**src/rtl/qspi_tx_seq_if.sv**
```systemverilog
// -----------------------------------------------------------------------------
// qspi_tx_seq_if
// Upstream data-word stream feeding the QSPI transaction sequencer.
//   wdata  : 32-bit data word
//   wvalid : word valid (source -> sequencer)
//   wready : sequencer takes the word this cycle when wvalid & wready
// Modports: master = word source, slave = sequencer.
// -----------------------------------------------------------------------------
interface qspi_tx_seq_if;
  logic [31:0] wdata;
  logic        wvalid;
  logic        wready;

  modport master (output wdata, output wvalid, input wready);
  modport slave  (input wdata, input wvalid, output wready);
endinterface

```
**src/rtl/qspi_tx_seq.sv**
```systemverilog
// -----------------------------------------------------------------------------
// qspi_tx_seq
// Sequences one quad-lane QSPI write: CMD (2 nibbles), optional ADDR (6/8
// nibbles), DUMMY cycles, then len 32-bit words (8 nibbles each), driving a
// 32-bit load/shift nibble transmitter that samples t_load/t_enb on the
// falling edge and shows the selected nibble on its pins one cycle later.
//
// Ports
//   clk_i, rst_ni            clock, asynchronous active-low reset
//   start_i                  begin a transaction (only seen in IDLE)
//   cmd_i, addr_en_i,
//   addr4b_i, addr_i,
//   dummy_i, len_i,
//   lsb_cfg_i                transaction config, latched on accepted start
//   wr                       data-word stream (slave side)
//   p_data_o, t_load_o,
//   t_enb_o, lsb_o           transmitter controls
//   cs_no                    flash chip select, active-low
//   sclk_en_o, oe_o          flash clock / lane enable, aligned to the pins
//   busy_o, done_o           status
// -----------------------------------------------------------------------------
module qspi_tx_seq #(
  parameter int LEN_W   = 8,
  parameter int DUMMY_W = 5,
  parameter int CS_IDLE = 2   // must be >= 1
) (
  input  logic               clk_i,
  input  logic               rst_ni,
  input  logic               start_i,
  input  logic [7:0]         cmd_i,
  input  logic               addr_en_i,
  input  logic               addr4b_i,
  input  logic [31:0]        addr_i,
  input  logic [DUMMY_W-1:0] dummy_i,
  input  logic [LEN_W-1:0]   len_i,
  input  logic               lsb_cfg_i,
  qspi_tx_seq_if.slave       wr,
  output logic [31:0]        p_data_o,
  output logic               t_load_o,
  output logic               t_enb_o,
  output logic               lsb_o,
  output logic               cs_no,
  output logic               sclk_en_o,
  output logic               oe_o,
  output logic               busy_o,
  output logic               done_o
);

  typedef enum logic [2:0] {
    S_IDLE, S_CMD, S_ADDR, S_DUMMY, S_DATA, S_FLUSH, S_CSHOLD
  } state_e;

  typedef struct packed {
    logic [7:0]         cmd;
    logic               addr_en;
    logic               addr4b;
    logic [31:0]        addr;
    logic [DUMMY_W-1:0] dummy;
    logic               lsb;
  } cfg_t;

  // One shared counter: nibble index within a phase, dummy cycles, CS hold.
  localparam int HOLD_W = $clog2(CS_IDLE + 1);
  localparam int CNT_W  = (DUMMY_W > 3) ? ((DUMMY_W > HOLD_W) ? DUMMY_W : HOLD_W)
                                        : ((HOLD_W > 3) ? HOLD_W : 3);

  state_e             state_q, state_d;
  logic [CNT_W-1:0]   cnt_q, cnt_d;
  logic [LEN_W-1:0]   words_q, words_d;   // words still to be loaded
  cfg_t               cfg_q, cfg_d;
  logic               sclk_en_q, sclk_en_d;
  logic               oe_q, oe_d;
  logic               cs_n_q, cs_n_d;
  logic               done_q, done_d;

  state_e             after_cmd, after_addr, after_dummy;
  logic [CNT_W-1:0]   addr_last;
  logic               dummy_cycle;

  // Phase skipping: each optional phase falls through to the next one present.
  assign after_dummy = (words_q != '0)         ? S_DATA  : S_FLUSH;
  assign after_addr  = (cfg_q.dummy != '0)     ? S_DUMMY : after_dummy;
  assign after_cmd   = cfg_q.addr_en           ? S_ADDR  : after_addr;
  assign addr_last   = cfg_q.addr4b ? CNT_W'(7) : CNT_W'(5);

  // ---------------------------------------------------------------------------
  // State register
  // ---------------------------------------------------------------------------
  // NOTE: sequential state uses non-blocking assignments so every flop samples
  // pre-edge values regardless of process evaluation order.
  always_ff @(posedge clk_i or negedge rst_ni) begin
    if (!rst_ni) begin
      state_q   <= S_IDLE;
      cnt_q     <= '0;
      words_q   <= '0;
      cfg_q     <= '0;
      sclk_en_q <= 1'b0;
      oe_q      <= 1'b0;
      cs_n_q    <= 1'b1;
      done_q    <= 1'b0;
    end else begin
      state_q   <= state_d;
      cnt_q     <= cnt_d;
      words_q   <= words_d;
      cfg_q     <= cfg_d;
      sclk_en_q <= sclk_en_d;
      oe_q      <= oe_d;
      cs_n_q    <= cs_n_d;
      done_q    <= done_d;
    end
  end

  // ---------------------------------------------------------------------------
  // Next-state logic
  // ---------------------------------------------------------------------------
  // NOTE: every combinational output gets a default first, so no path through
  // the case leaves a signal unassigned and no latch is inferred.
  always_comb begin
    state_d = state_q;
    cnt_d   = cnt_q;
    words_d = words_q;
    cfg_d   = cfg_q;
    done_d  = 1'b0;

    unique case (state_q)
      S_IDLE: begin
        if (start_i) begin
          state_d       = S_CMD;
          cnt_d         = '0;
          words_d       = len_i;
          cfg_d.cmd     = cmd_i;
          cfg_d.addr_en = addr_en_i;
          cfg_d.addr4b  = addr4b_i;
          cfg_d.addr    = addr_i;
          cfg_d.dummy   = dummy_i;
          cfg_d.lsb     = lsb_cfg_i;
        end
      end
      S_CMD: begin
        if (cnt_q == CNT_W'(1)) begin
          state_d = after_cmd;
          cnt_d   = '0;
        end else begin
          cnt_d = cnt_q + 1'b1;
        end
      end
      S_ADDR: begin
        if (cnt_q == addr_last) begin
          state_d = after_addr;
          cnt_d   = '0;
        end else begin
          cnt_d = cnt_q + 1'b1;
        end
      end
      S_DUMMY: begin
        if (cnt_q == CNT_W'(cfg_q.dummy) - CNT_W'(1)) begin
          state_d = after_dummy;
          cnt_d   = '0;
        end else begin
          cnt_d = cnt_q + 1'b1;
        end
      end
      S_DATA: begin
        // cnt_q == 0 is the load-due slot; it holds there while the source
        // underruns, so the stall costs cycles but never a nibble.
        if (cnt_q == '0) begin
          if (wr.wvalid) begin
            cnt_d   = CNT_W'(1);
            words_d = words_q - 1'b1;
          end
        end else if (cnt_q == CNT_W'(7)) begin
          cnt_d = '0;
          if (words_q == '0) state_d = S_FLUSH;
        end else begin
          cnt_d = cnt_q + 1'b1;
        end
      end
      S_FLUSH: begin
        state_d = S_CSHOLD;
        cnt_d   = '0;
      end
      S_CSHOLD: begin
        if (cnt_q == CNT_W'(CS_IDLE - 1)) begin
          state_d = S_IDLE;
          cnt_d   = '0;
          done_d  = 1'b1;
        end else begin
          cnt_d = cnt_q + 1'b1;
        end
      end
      default: state_d = S_IDLE;
    endcase
  end

  // ---------------------------------------------------------------------------
  // Output logic
  // ---------------------------------------------------------------------------
  always_comb begin
    t_load_o    = 1'b0;
    t_enb_o     = 1'b0;
    p_data_o    = '0;
    wr.wready   = 1'b0;
    dummy_cycle = 1'b0;

    unique case (state_q)
      S_CMD: begin
        if (cnt_q == '0) begin
          t_load_o = 1'b1;
          p_data_o = cfg_q.lsb ? {24'h0, cfg_q.cmd} : {cfg_q.cmd, 24'h0};
        end else begin
          t_enb_o = 1'b1;
        end
      end
      S_ADDR: begin
        if (cnt_q == '0) begin
          t_load_o = 1'b1;
          if (cfg_q.addr4b)   p_data_o = cfg_q.addr;
          else if (cfg_q.lsb) p_data_o = {8'h0, cfg_q.addr[23:0]};
          else                p_data_o = {cfg_q.addr[23:0], 8'h0};
        end else begin
          t_enb_o = 1'b1;
        end
      end
      S_DUMMY: dummy_cycle = 1'b1;
      S_DATA: begin
        if (cnt_q == '0) begin
          wr.wready = 1'b1;
          if (wr.wvalid) begin
            t_load_o = 1'b1;
            p_data_o = wr.wdata;
          end
        end else begin
          t_enb_o = 1'b1;
        end
      end
      default: ;
    endcase

    // Registered one cycle so they line up with the nibble on the pins.
    sclk_en_d = t_load_o | t_enb_o | dummy_cycle;
    oe_d      = t_load_o | t_enb_o;
    cs_n_d    = (state_d == S_IDLE) || (state_d == S_CSHOLD);
  end

  assign sclk_en_o = sclk_en_q;
  assign oe_o      = oe_q;
  assign cs_no     = cs_n_q;
  assign done_o    = done_q;
  assign busy_o    = (state_q != S_IDLE);
  assign lsb_o     = cfg_q.lsb;

endmodule

```
**src/flat_wrapper.sv**
```systemverilog
// flat-port wrapper written by rule: the top's interface ports become plain ports
module qspi_tx_seq_flat 
#(
  parameter int LEN_W   = 8,
  parameter int DUMMY_W = 5,
  parameter int CS_IDLE = 2                  
)
  (clk_i, rst_ni, start_i, cmd_i, addr_en_i, addr4b_i, addr_i, dummy_i, len_i, lsb_cfg_i, p_data_o, t_load_o, t_enb_o, lsb_o, cs_no, sclk_en_o, oe_o, busy_o, done_o, wr_wdata, wr_wvalid, wr_wready);
  qspi_tx_seq_if wr_i ();
  input  logic clk_i;
  input  logic rst_ni;
  input  logic start_i;
  input  logic [7:0] cmd_i;
  input  logic addr_en_i;
  input  logic addr4b_i;
  input  logic [31:0] addr_i;
  input  logic [DUMMY_W-1:0] dummy_i;
  input  logic [LEN_W-1:0] len_i;
  input  logic lsb_cfg_i;
  output logic [31:0] p_data_o;
  output logic t_load_o;
  output logic t_enb_o;
  output logic lsb_o;
  output logic cs_no;
  output logic sclk_en_o;
  output logic oe_o;
  output logic busy_o;
  output logic done_o;
  input wire logic [$bits(wr_i.wdata)-1:0] wr_wdata;
  input wire logic [$bits(wr_i.wvalid)-1:0] wr_wvalid;
  output wire logic [$bits(wr_i.wready)-1:0] wr_wready;
  assign wr_i.wdata = wr_wdata;
  assign wr_i.wvalid = wr_wvalid;
  assign wr_wready = wr_i.wready;
  qspi_tx_seq #(.LEN_W(LEN_W), .DUMMY_W(DUMMY_W), .CS_IDLE(CS_IDLE)) u_core (.clk_i(clk_i), .rst_ni(rst_ni), .start_i(start_i), .cmd_i(cmd_i), .addr_en_i(addr_en_i), .addr4b_i(addr4b_i), .addr_i(addr_i), .dummy_i(dummy_i), .len_i(len_i), .lsb_cfg_i(lsb_cfg_i), .wr(wr_i), .p_data_o(p_data_o), .t_load_o(t_load_o), .t_enb_o(t_enb_o), .lsb_o(lsb_o), .cs_no(cs_no), .sclk_en_o(sclk_en_o), .oe_o(oe_o), .busy_o(busy_o), .done_o(done_o));
endmodule
```
**config.mk**
```make
export PLATFORM = sky130hd
export DESIGN_NAME = qspi_tx_seq_flat
export DESIGN_NICKNAME = d
export VERILOG_FILES = /design/src/rtl/qspi_tx_seq_if.sv /design/src/rtl/qspi_tx_seq.sv /design/src/flat_wrapper.sv
export SDC_FILE = /design/constraint.sdc
export NUM_CORES = 1
export LEC_CHECK = 0
export ABC_CLOCK_PERIOD_IN_PS = 2600
export CAP_MARGIN = 20
export CORE_ASPECT_RATIO = 0.7
export CORE_UTILIZATION = 47
export DETAILED_ROUTE_END_ITERATION = 7
export PLACE_DENSITY = 0.78
export SETUP_SLACK_MARGIN = 0.02
export SLEW_MARGIN = 5
export SYNTH_ARGS = -nofsm -noshare
export SYNTH_HDL_FRONTEND = slang
export SYNTH_SLANG_ARGS = --single-unit
```
**constraint.sdc**
```tcl
create_clock -name clk_i -period 2.6 [get_ports clk_i]
set_input_delay 0.52 -clock clk_i [delete_from_list [all_inputs] [get_ports clk_i]]
set_output_delay 0.52 -clock clk_i [all_outputs]
set_load 0.005 [all_outputs]
```
; Yosys cells after proc, flatten, opt, wreduce, memory -nomap -nowiden
; Cells that the tools add are included.
[totals]
regBits = 68
input_bits = 92
output_inout_bits = 41
[classes]
addsub = 3
eq_ne = 15
mux = 43
n_bitwise = 2
n_reduce_logical = 16
[ops]
columns = op, n
row1 = 32-bit 2-to-1 mux, 7
row2 = 32-bit one-hot mux with 3 select lines, 1
row3 = 5-bit 2-to-1 mux, 7
row4 = 3-bit 2-to-1 mux, 10
row5 = 5-bit one-hot mux with 6 select lines, 1
row6 = 8-bit 2-to-1 mux, 3
row7 = 3-bit one-hot mux with 7 select lines, 1
row8 = 8-bit one-hot mux with 2 select lines, 1
row9 = "3-bit equality test, second input constant", 4
row10 = 5-bit equality test, 2
row11 = 1-bit 2-to-1 mux, 10
row12 = 8-bit logical NOT, 1
row13 = 8-bit nonzero test, 1
row14 = "8-bit by 1-bit subtractor with 8-bit output, second input constant", 1
row15 = "3-bit by 2-bit equality test with 1-bit output, second input constant", 2
row16 = 3-bit logical NOT, 2
row17 = 6-bit nonzero test, 1
row18 = "5-bit by 1-bit adder with 5-bit output, second input constant", 1
row19 = "5-bit by 1-bit equality test with 1-bit output, second input constant", 1
row20 = "5-bit by 3-bit equality test with 1-bit output, second input constant", 1
row21 = 5-bit logical NOT, 1
row22 = 5-bit nonzero test, 1
row23 = "5-bit by 1-bit subtractor with 5-bit output, second input constant", 1
row24 = "2-bit inequality test, second input constant", 2
row25 = 14 further kinds, 16

; Longest topological paths before layout
[logic_depth]
ltp_word = 8
depth_mapped = 10

; Worst setup path after synthesis
; OpenSTA, ideal clock, no wires.
[synth_path]
path_type = register -> output
startpoint = register u_core.cnt_q[0]
endpoint = output p_data_o[24]
arrival_time_ps = 1917
required_time_ps = 2080
setup_slack_ps = 163
path_stages_with_launch = 9
path_cell_list = dfrtp_1 clkbuf_2 inv_1 ha_1 or4b_4 buf_6 nor4_4 a22oi_1 o21ai_1
[synth_between]
elab_chain_len = 3
[synth_rtl]
columns = element, line
row1 = "start, declared", qspi_tx_seq.sv:68  ; logic [CNT_W-1:0] cnt_q, cnt_d;
row2 = "start signal, assigned", qspi_tx_seq.sv:103  ; cnt_q <= cnt_d;
row3 = 5-bit logical NOT *, "qspi_tx_seq.sv:207, qspi_tx_seq.sv:215, qspi_tx_seq.sv:226"
row4 = 32-bit 2-to-1 mux (on tied branches), "qspi_tx_seq.sv:226, qspi_tx_seq.sv:207, qspi_tx_seq.sv:215"
row5 = 32-bit one-hot mux with 3 select lines *, qspi_tx_seq.sv:205  ; unique case (state_q)
row6 = "end, declared", flat_wrapper.sv:20  ; output logic [31:0] p_data_o;
; Every way passes the cells marked *; elsewhere a longest branch is shown, timed or not.

; Final worst setup path
[layout_path]
startpoint = register u_core.cnt_q[1]
endpoint = output p_data_o[11]
; The elaborated chain is that of the path after synthesis.

==> metrics.yaml <==
route:
  avgRoutedWirePerCell_um: 19.3
  drt_iter0_drc: 405
  route.detailed.drc: 0
  wirelength_mm: 13.9
  antenna_left: 0
  first_pass_iters: 5
  vias: 4139
  viasPerCell: 5.76
cts:
  clkTransAtPathRegs_ps: 60
  insertion_delay_ps: 330
  cts_tree: "done"
  root_buffer: "clkbuf_16"
  h-tree-depth: 3
  hold_buffers: 0
  clock_sinks: 68
  clk_path_buf_depth: 2
  numCtsBuffers: 9
die:
  io_pins: 133
  dieHeight_um: 79.9
  placementRows: 27
  die_area_mm2: 0.00904
  core_mm2: 0.00814
  start_util_pct: 50.0
  die_x_um: 113
timing:
  maxSlewHeadroom_pct: 58.4
  hold_viol: 0
  fin_crit_sh_pct: 110
  slew_violations: 0
  fmax_mhz: 349
  skew_ps: 2.79
  rsz0062_at_grt: "true"
  timing.final.crit_period_ps: 2860
  setup_tns_ps: -5260
  setup-violations-final: 34
  tightest_slew_ps: 624
  worst_slack_ps: -263
critical_path:
  start_kind: "flip-flop"
  end_kind: "output pin"
  critical_path_class: "flip-flop to output pin"
  timing.rr.end: "u_core.cs_no"
  reg2reg_depth: 8
  r2r_slack_ps: 210
  crit_fanout: 5
  cp.required_ps: 2080
  crit_start: "u_core.cnt_q[1]"
  worstPathArrival_ps: 2340
  r2r-start: "u_core.words_q[0]"
  cp-endpoint: "p_data_o[11]"
final_layout:
  diodes: 0
  seq_area_mm2: 0.00170
  nets: 695
  drive_above_1_share_pct: 32.3
  area_growth_syn_to_layout_pct: 54.1
  fin_util_pct: 77.0
  num-fill-cells: 549
  fin_cells: 719
  multi_input_area_mm2: 0.00229
  final_area_mm2: 0.00627
synth:
  synth_area_per_cell_um2: 9.67
  yosysWarnings: 0
  ys.flop_type: "dfrtp_1"
  async_reset_ff_share_pct: 100
  syn_area_mm2: 0.00407
  synth_cells: 421
  yosys.area.top_type_share_pct: 41.2
  yosys-top-cells-count: "dfrtp_1 (67), nand2_1 (54), mux2_2 (44), o21ai_0 (31), a22oi_1 (27)"
  synth_nets: 518
  synth_area_leader_cell: "dfrtp_1"
  synthTopCellsByArea: "dfrtp_1 (41%), mux2_2 (12%), a22oi_1 (5.0%)"
  ys_ff_latch: 68
  ys_types: 53
  yosysSeqAreaShare_pct: 41.8
  synth_edf_count: 0
  yosysMostFrequentCell: "dfrtp_1"
pwr:
  power.leakage_nw: 2.69
  irDropWorstVdd_v: 0.000654
  power.density_mw_per_mm2: 1140
placement:
  io_buffer_count: 132
  dp_hpwl_mm: 9.39
  place_area_mm2: 0.00576
  dp.cells: 680
  place.gp.congestion: 0.865
grt:
  grt_max_degree: 43
  overflow: 0
  grt_pass1_wl_mm: 20.9
  grt_pass1_vias: 3893
  antenna_found_initial: 1
  grt_use_total_pct: 30.9
job:
  cap_violations: 0
worst_hold_path:
  hold_class: "input port to asynchronous set/reset pin"
outcome:
  status: "complete, but fails checks"
  violations: "setup timing"
==> where the power goes <==
group,internal (mW),leakage [nW],switching [mW],total (mW)
logic,1.89,1.74,1.86,3.75
registers,1.58,0.812,0.534,2.11
clock network,0.794,0.140,0.467,1.26
==> timing repair <==
action,in CTS,in global routing
pin swaps,10,7
gates resized for setup,177,20
setup buffers,22,6
endpoints found under the setup margin,36,35
cloned,1,0
endpoints found under the hold margin,0,0
==> layer usage <==
metal / up-vias / wire length, µm / track usage [%]
met5: - / 18 / 0
met4: 2 / 344 / 9.34
met3: 41 / 1170 / 7.29
met2: 218 / 6450 / 49.4
met1: 2004 / 5910 / 41.8
li1: 1874 / - / -
==> worst min-delay path by stage <==
| stage | from | end | slack, ps | cells past startpoint |
|---|---|---|---|---|
| finish | rst_ni | u_core.cfg_q[2] | 200 | 1 |
| global route | rst_ni | u_core.cfg_q[21] | 240 | 1 |
| CTS | rst_ni | u_core.cfg_q[2] | 210 | 1 |
| detailed placement | u_core.cfg_q[31] | u_core.cfg_q[31] | 500 | 1 |
| global placement | u_core.cfg_q[32] | u_core.cfg_q[32] | 490 | 1 |
| floorplan | rst_ni | u_core.cfg_q[10] | 220 | 0 |
==> area by class of cell <==
| cell class | count | share of cell area (%) |
|---|---|---|
| Sequential cell | 68 | 27.1 |
| Clock buffer | 11 | 4.03 |
| Multi-Input combinational cell | 312 | 36.5 |
| Timing Repair Buffer | 192 | 28.1 |
| Tap cell | 116 | 2.31 |
| Clock inverter | 5 | 0.958 |
| Inverter | 15 | 0.958 |
==> worst max-delay path, cell delays in order (launching register included) <==
cell and delay, ps:
dfrtp_1 380, inv_2 90, ha_4 140, or4b_4 530, nor3_4 210, buf_12 150
buf_6 100, buf_6 90, buf_6 90, nand2_1 40, o21ai_1 60, buf_2 130
==> through the flow <==
step | hold WS [ps] | total power, mW | setup WS, ps
3_3_place_gp | 492 | 5.37 | -267
2_1_floorplan | 224 | 4.11 | 163
3_5_place_dp | 502 | 5.51 | -345
4_1_cts | 215 | 7.03 | -225
6_report | 202 | 7.13 | -263
5_1_grt | 235 | 7.55 | -346
==> cells in the final DEF, fill, tap and decap left out, drive strengths merged, types with 5 or more instances in the layout <==
cell type | Yosys | final
a21oi | 19 | 19
ha | 5 | 5
o21ai | 46 | 46
dfrtp | 67 | 67
nand2 | 54 | 54
inv | 15 | 14
clkdlybuf4s50 | 0 | 97
buf | 16 | 89
nand3 | 8 | 8
o22ai | 6 | 6
clkinvlp | 0 | 5
nor3 | 9 | 9
nor2b | 5 | 5
nor2 | 26 | 26
clkbuf | 10 | 13
a22oi | 27 | 27
mux2 | 44 | 44
mux2i | 16 | 16
==> kinds of logic (layout without fill, tap and decap cells) <==
group           after synthesis  after routing  share of synthesized area [%]
compound gates              116            116                           17.8
xor+xnor                      6              6                           1.29
fa+ha+maj                     5              5                           1.54
buf+inv                      41            223                           4.95
flops                        68             68                           41.8
mux                          60             60                           16.1
simple gates                125            125                           16.5
==> registers in the layout (all words and copies together), names as in the netlist <==
register and flops:
u_core.cnt_q 5, u_core.cs_no 1, u_core.state_q 3, u_core.oe_o 1, u_core.words_q 8, u_core.cfg_q 47
u_core.done_o 1, u_core.lsb_o 1, u_core.sclk_en_o 1
Note: power is estimated with default switching activity, not from simulation.
==> edit 1, RTL diff (config.mk and constraints unchanged) <==
`LEN_W` is set to 8 in 2 places; all go to 16.
--- a/src/rtl/qspi_tx_seq.sv
+++ b/src/rtl/qspi_tx_seq.sv
@@ -22,3 +22,3 @@
 module qspi_tx_seq #(
-  parameter int LEN_W   = 8,
+  parameter int LEN_W   = 16,
   parameter int DUMMY_W = 5,
--- a/src/flat_wrapper.sv
+++ b/src/flat_wrapper.sv
@@ -3,3 +3,3 @@
 #(
-  parameter int LEN_W   = 8,
+  parameter int LEN_W   = 16,
   parameter int DUMMY_W = 5,
Interface: changed (resized len_i); port bits go from 133 to 141. The function was not compared with the original's and may differ.
==> edit 1 against the unedited design <==
  * Critical path type unchanged
  * The run still ends with setup timing left
  * Final area up 13%
  * Wire length up 11%
  * Combinational power down 46%
  * Power down 34%
  * Worst setup slack worse by 0.052 ns
  * Largest cell class unchanged
  * Sequential cell count up 8
  * Synthesized area up 14%
  * Synthesized cell count up 13%
  * Sequential power down 34%
  * Via count up 13%
  * Sequential share of layout area down 0.21 points
  * Largest power group unchanged
==> edit 1: results (changes against the unedited design) <==
| Metric | Value |
|---|---|
| Post-route setup slack | `-0.3148 ns (-0.05172 ns)` |
| Leak Pwr | `3.099 nW (+15%)` |
| Worst path arrival time | `2.39 ns (+0.05 ns)` |
| Post-Synth XOR/XNOR Area | `1.702% (+0.41 points)` |
| Flop-to-flop setup slack | `0.17 ns (-0.04 ns)` |
| Setup_tns | `-7.525 ns (-2.262 ns)` |
| Max stage delay on crit path | `0.51 ns (-0.02 ns)` |
| RePlAce Congestion | `0.8301 (-4.0%)` |
| Crit-path max FO | `7 (+2)` |
| Crit path from | `u_core.cnt_q[0]$_DFFE_PN0P_` |
| GR Util met3 | `6.519% (-0.77 points)` |
| Status | `finished with violations` |
| Failing checks | `setup timing` |
| Port buffer count | `140 (+6.1%)` |
| Reg2Reg Depth | `12 (+4)` |
| Synth cell types | `66 (+25%)` |
| Setup violators final | `32 (-5.9%)` |
| Sw Share | `34.14% (-6.0 points)` |
| R2R Path End | `u_core.cnt_q[0]$_DFFE_PN0P_` |
| Met3 WL | `1.101 mm (-6.2%)` |
| First-pass GRT wire length | `24.61 mm (+18%)` |
| Sequential area share after synthesis | `41.10% (-0.73 points)` |
| Area fraction in compound gates after synthesis | `22.59% (+4.8 points)` |
| Vias per inst | `6.027 (+4.7%)` |
| WL met2 | `6.950 mm (+7.7%)` |
| Mux cell area share after synthesis | `14.40% (-1.7 points)` |
| Max Used Layer | `met4` |
| Initial antenna violation count | `0 (-1)` |
| Post-Synth Adder-Cell Area | `1.351% (-0.19 points)` |
| Clk_skew | `0.006669 ns (+0.003875 ns)` |
| Max VDD drop | `460.9 uV (-29%)` |
| Placed Area | `0.006317 mm2 (+9.8%)` |
| Tightest Pin Transition | `0.6284 ns (+0.004809 ns)` |
| Crit path to | `p_data_o[18]` |
| DR WL/cell | `19.87 um (+2.8%)` |
| Synth async-reset ratio | `100.0% (unchanged)` |
| Clk pwr share | `27.3% (+9.6 points)` |
| Vias in the first global route | `4,667 (+20%)` |
| Metal-1 WL | `7.081 mm (+20%)` |
| R2R Path Start | `u_core.cnt_q[1]$_DFFE_PN0P_` |
| Largest net degree at the start of global routing | `77 (+79%)` |
| Met1 Use GR | `44.04% (+2.3 points)` |
| Hold_ws | `0.1853 ns (-0.01648 ns)` |
| DP HPWL | `10.10 mm (+7.6%)` |
| Fraction of layout cells with a size suffix above 1 | `35.11% (+2.8 points)` |
| Nets | `755 (+8.6%)` |
| Pre-CTS setup slack | `-0.1955 ns (+0.1493 ns)` |
| Largest regs | `u_core.cfg_q: 47 flops, u_core.words_q: 16 flops, u_core.cnt_q: 5 flops` |
| Met2 usage | `47.65% (-1.7 points)` |
| Fillcell total | `609 (+11%)` |
| Area contributors post-synth | `dfrtp_1 (41%), mux2_2 (11%), nand2_1 (4.0%), mux2i_1 (3.5%), a22oi_1 (3.2%)` |
[edit 1: cell families after synthesis]
logic type | count (synthesis)
muxes | 61
and+or+nand+nor | 128
DFF | 76
AOI/OAI and AO/OA | 153
xor gates and xnor gates | 9
buffers and inverters | 45
adders and majority gates | 5
[edit 1: what timing repair did]
item,4_1_cts,5_1_grt
cloned,3,1
pin swaps,32,18
setup buffers,24,6
resized for setup,166,58
endpoints found under the setup margin,35,44
[edit 1: metrics by stage]
| step | util, % | instances |
|---|---|---|
| 2_1_floorplan | - | 477 |
| 3_3_place_gp | 67.74 | 738 |
| 3_5_place_dp | 67.74 | 738 |
| 4_1_cts | 73.68 | 781 |
| 5_1_grt | 75.74 | 779 |
| 6_report | 75.74 | 779 |
[edit 1: layout make-up]
class | count | area share, %
clock buffer | 11 | 3.578
timing repair buffer | 197 | 26.24
clock inverter | 5 | 0.8503
tap | 124 | 2.197
inverter | 10 | 0.5314
sequential | 76 | 26.94
multi-input combinational | 356 | 39.66
==> edit 2, RTL diff (same flow settings) <==
Without the edit above. Encoding of `state_e`: now Gray code (3 bits for 7 states).
--- a/src/rtl/qspi_tx_seq.sv
+++ b/src/rtl/qspi_tx_seq.sv
@@ -49,3 +49,3 @@
   typedef enum logic [2:0] {
-    S_IDLE, S_CMD, S_ADDR, S_DUMMY, S_DATA, S_FLUSH, S_CSHOLD
+    S_IDLE = 3'b000, S_CMD = 3'b001, S_ADDR = 3'b011, S_DUMMY = 3'b010, S_DATA = 3'b110, S_FLUSH = 3'b111, S_CSHOLD = 3'b101
   } state_e;
Check against the original RTL: same outputs for any inputs over 10 cycles, from zero or initial values and one cycle with rst_ni low; not proved beyond that.
==> edit 2 against the unedited design <==
  * Worst setup slack improved by 0.28 ns
  * Wire length rose by 4.5%
  * Sequential cell count did not move
  * Final area fell by 1.1%
  * Synthesized area fell by 1.5%
  * Power fell by 4.2%
  * Synthesized cell count rose by 20%
  * Critical path type unchanged
==> edit 2: results (changes against the unedited design) <==
| Metric | Value |
|---|---|
| Max stage delay on crit path | `0.51 ns (-0.02 ns)` |
| Vias per inst | `5.787 (+0.54%)` |
| R2R Path End | `u_core.cnt_q[0]$_DFFE_PN0P_` |
| RePlAce Congestion | `0.8672 (+0.30%)` |
| Placed cells | `745 (+9.6%)` |
| DP HPWL | `9.805 mm (+4.4%)` |
| Status | `complete, no violations` |
| DR WL/cell | `18.59 um (-3.8%)` |
| Largest net degree at the start of global routing | `69 (+60%)` |
| CTS max path bufs | `2 (unchanged)` |
| Area contributors post-synth | `dfrtp_1 (42%), nand2_1 (17%), o21ai_1 (4.9%), mux2i_1 (4.0%), a22oi_1 (3.6%)` |
| Worst path arrival time | `2.06 ns (-0.28 ns)` |
| Flop-to-flop setup slack | `0.19 ns (-0.02 ns)` |
| Clk_skew | `0.005743 ns (+0.002948 ns)` |
| Fraction of layout cells with a size suffix above 1 | `20.74% (-12 points)` |
| Max VDD drop | `561.4 uV (-14%)` |
| Post-synth net total | `603 (+16%)` |
| Reg clk slew, reported paths | `0.05 ns` |
| Sequential area share after synthesis | `42.46% (+0.64 points)` |
| Pre-CTS setup slack | `-0.07095 ns (+0.2739 ns)` |
| Reg2Reg Depth | `6 (-2)` |
| Synth cell types | `55 (+3.8%)` |
| Top cells by count, synth | `nand2_1 (181), dfrtp_1 (67), o21ai_1 (39), nor2_1 (32), clkbuf_1 (27)` |
| Initial antenna violation count | `0 (-1)` |
| H-Tree Depth | `3 (unchanged)` |
| Tightest Pin Transition | `0.6915 ns (+0.06795 ns)` |
| Mapped Cells | `506 (+20%)` |
| Total GRT Usage | `32.81% (+1.9 points)` |
| Leak Pwr | `2.917 nW (+8.4%)` |
| Crit-path max FO | `4 (-1)` |
| First-pass GRT wire length | `21.91 mm (+5.1%)` |
| Placed Area | `0.005669 mm2 (-1.5%)` |
| R2R Path Start | `u_core.cnt_q[2]$_DFFE_PN0P_` |
| Vias in the first global route | `4,158 (+6.8%)` |
| Hold_ws | `0.1912 ns (-0.01060 ns)` |
| DR vias | `4,520 (+9.2%)` |
| Initial DRC Count | `401 (-0.99%)` |
| Nets | `772 (+11%)` |
| Syn-to-layout area delta | `54.66%` |
[edit 2: cell types whose count changed after synthesis, moves of 4 or more]
cell,unedited run,this run
nor2_1,24,32
a21oi_1,19,12
nand2_1,54,181
mux2_2,44,0
buf_2,10,1
o21ai_0,31,9
a221o_1,0,8
o22ai_1,5,1
a22oi_1,27,19
clkbuf_1,9,27
o21ai_1,15,39
nor4_1,0,4
[edit 2: worst max path at each step]
stage / start / end / slack (ns) / cells after the start
after floorplan: u_core.cnt_q[1]$_DFFE_PN0P_ / p_data_o[27] / 0.19 / 7
after global placement: wr_wvalid / p_data_o[30] / -0.04 / 6
after detailed placement: wr_wvalid / p_data_o[26] / -0.07 / 5
after CTS: u_core.cnt_q[1]$_DFFE_PN0P_ / p_data_o[26] / -0.04 / 10
after global routing: u_core.cnt_q[1]$_DFFE_PN0P_ / p_data_o[24] / -0.09 / 10
final: u_core.cnt_q[1]$_DFFE_PN0P_ / p_data_o[24] / 0.02 / 8
[edit 2: worst reg2reg max path, stage by stage, from the launching register on]
cell	delay, ns
dfrtp_1	0.46
buf_4	0.21
nor2b_1	0.13
or3_1	0.38
and4_1	0.25
or4_1	0.52
a221o_1	0.34
[edit 2: layer usage]
| metal | vias up | share of wire [%] | wire length (um) | GRT usage (%) |
|---|---|---|---|---|
| li1 | 2074 | - | - | - |
| met1 | 2176 | 44 | 6438 | 45.96 |
| met2 | 242 | 45 | 6605 | 51.12 |
| met3 | 28 | 8.2 | 1195 | 6.336 |
| met4 | 0 | 1.9 | 278 | 10.93 |
| met5 | - | 0 | 0 | 0 |
[edit 2: final cells by class]
class | count | area (um2)
Fill cell | 571 | 1872
Tap cell | 101 | 126.4
Inverter | 12 | 45.04
Clock buffer | 10 | 239.0
Sequential cell | 68 | 1704
Timing Repair Buffer | 187 | 1742
Clock inverter | 6 | 63.81
Multi-Input combinational cell | 397 | 2282
[edit 2: power breakdown]
group          internal, mW  switching, mW
logic                  1.69           1.86
clock network         0.766          0.462
registers              1.52          0.529
total                  3.98           2.85
[edit 2: kinds of logic after synthesis]
family / share of synthesized area (%)
simple gates: 28.33
compound gates: 17.22
fa+ha+maj: 1.560
buf+inv: 4.243
flops: 42.47
xor+xnor: 1.903
mux: 4.274
[edit 2: timing repair]
| action | 4_1_cts | 5_1_grt |
|---|---|---|
| gates cloned | 3 | 1 |
| setup buffers | 16 | 4 |
| gates resized for setup | 111 | 46 |
| endpoints found under the setup margin | 34 | 30 |
| hold buffers | 0 | 0 |
| pin swaps | 6 | 6 |
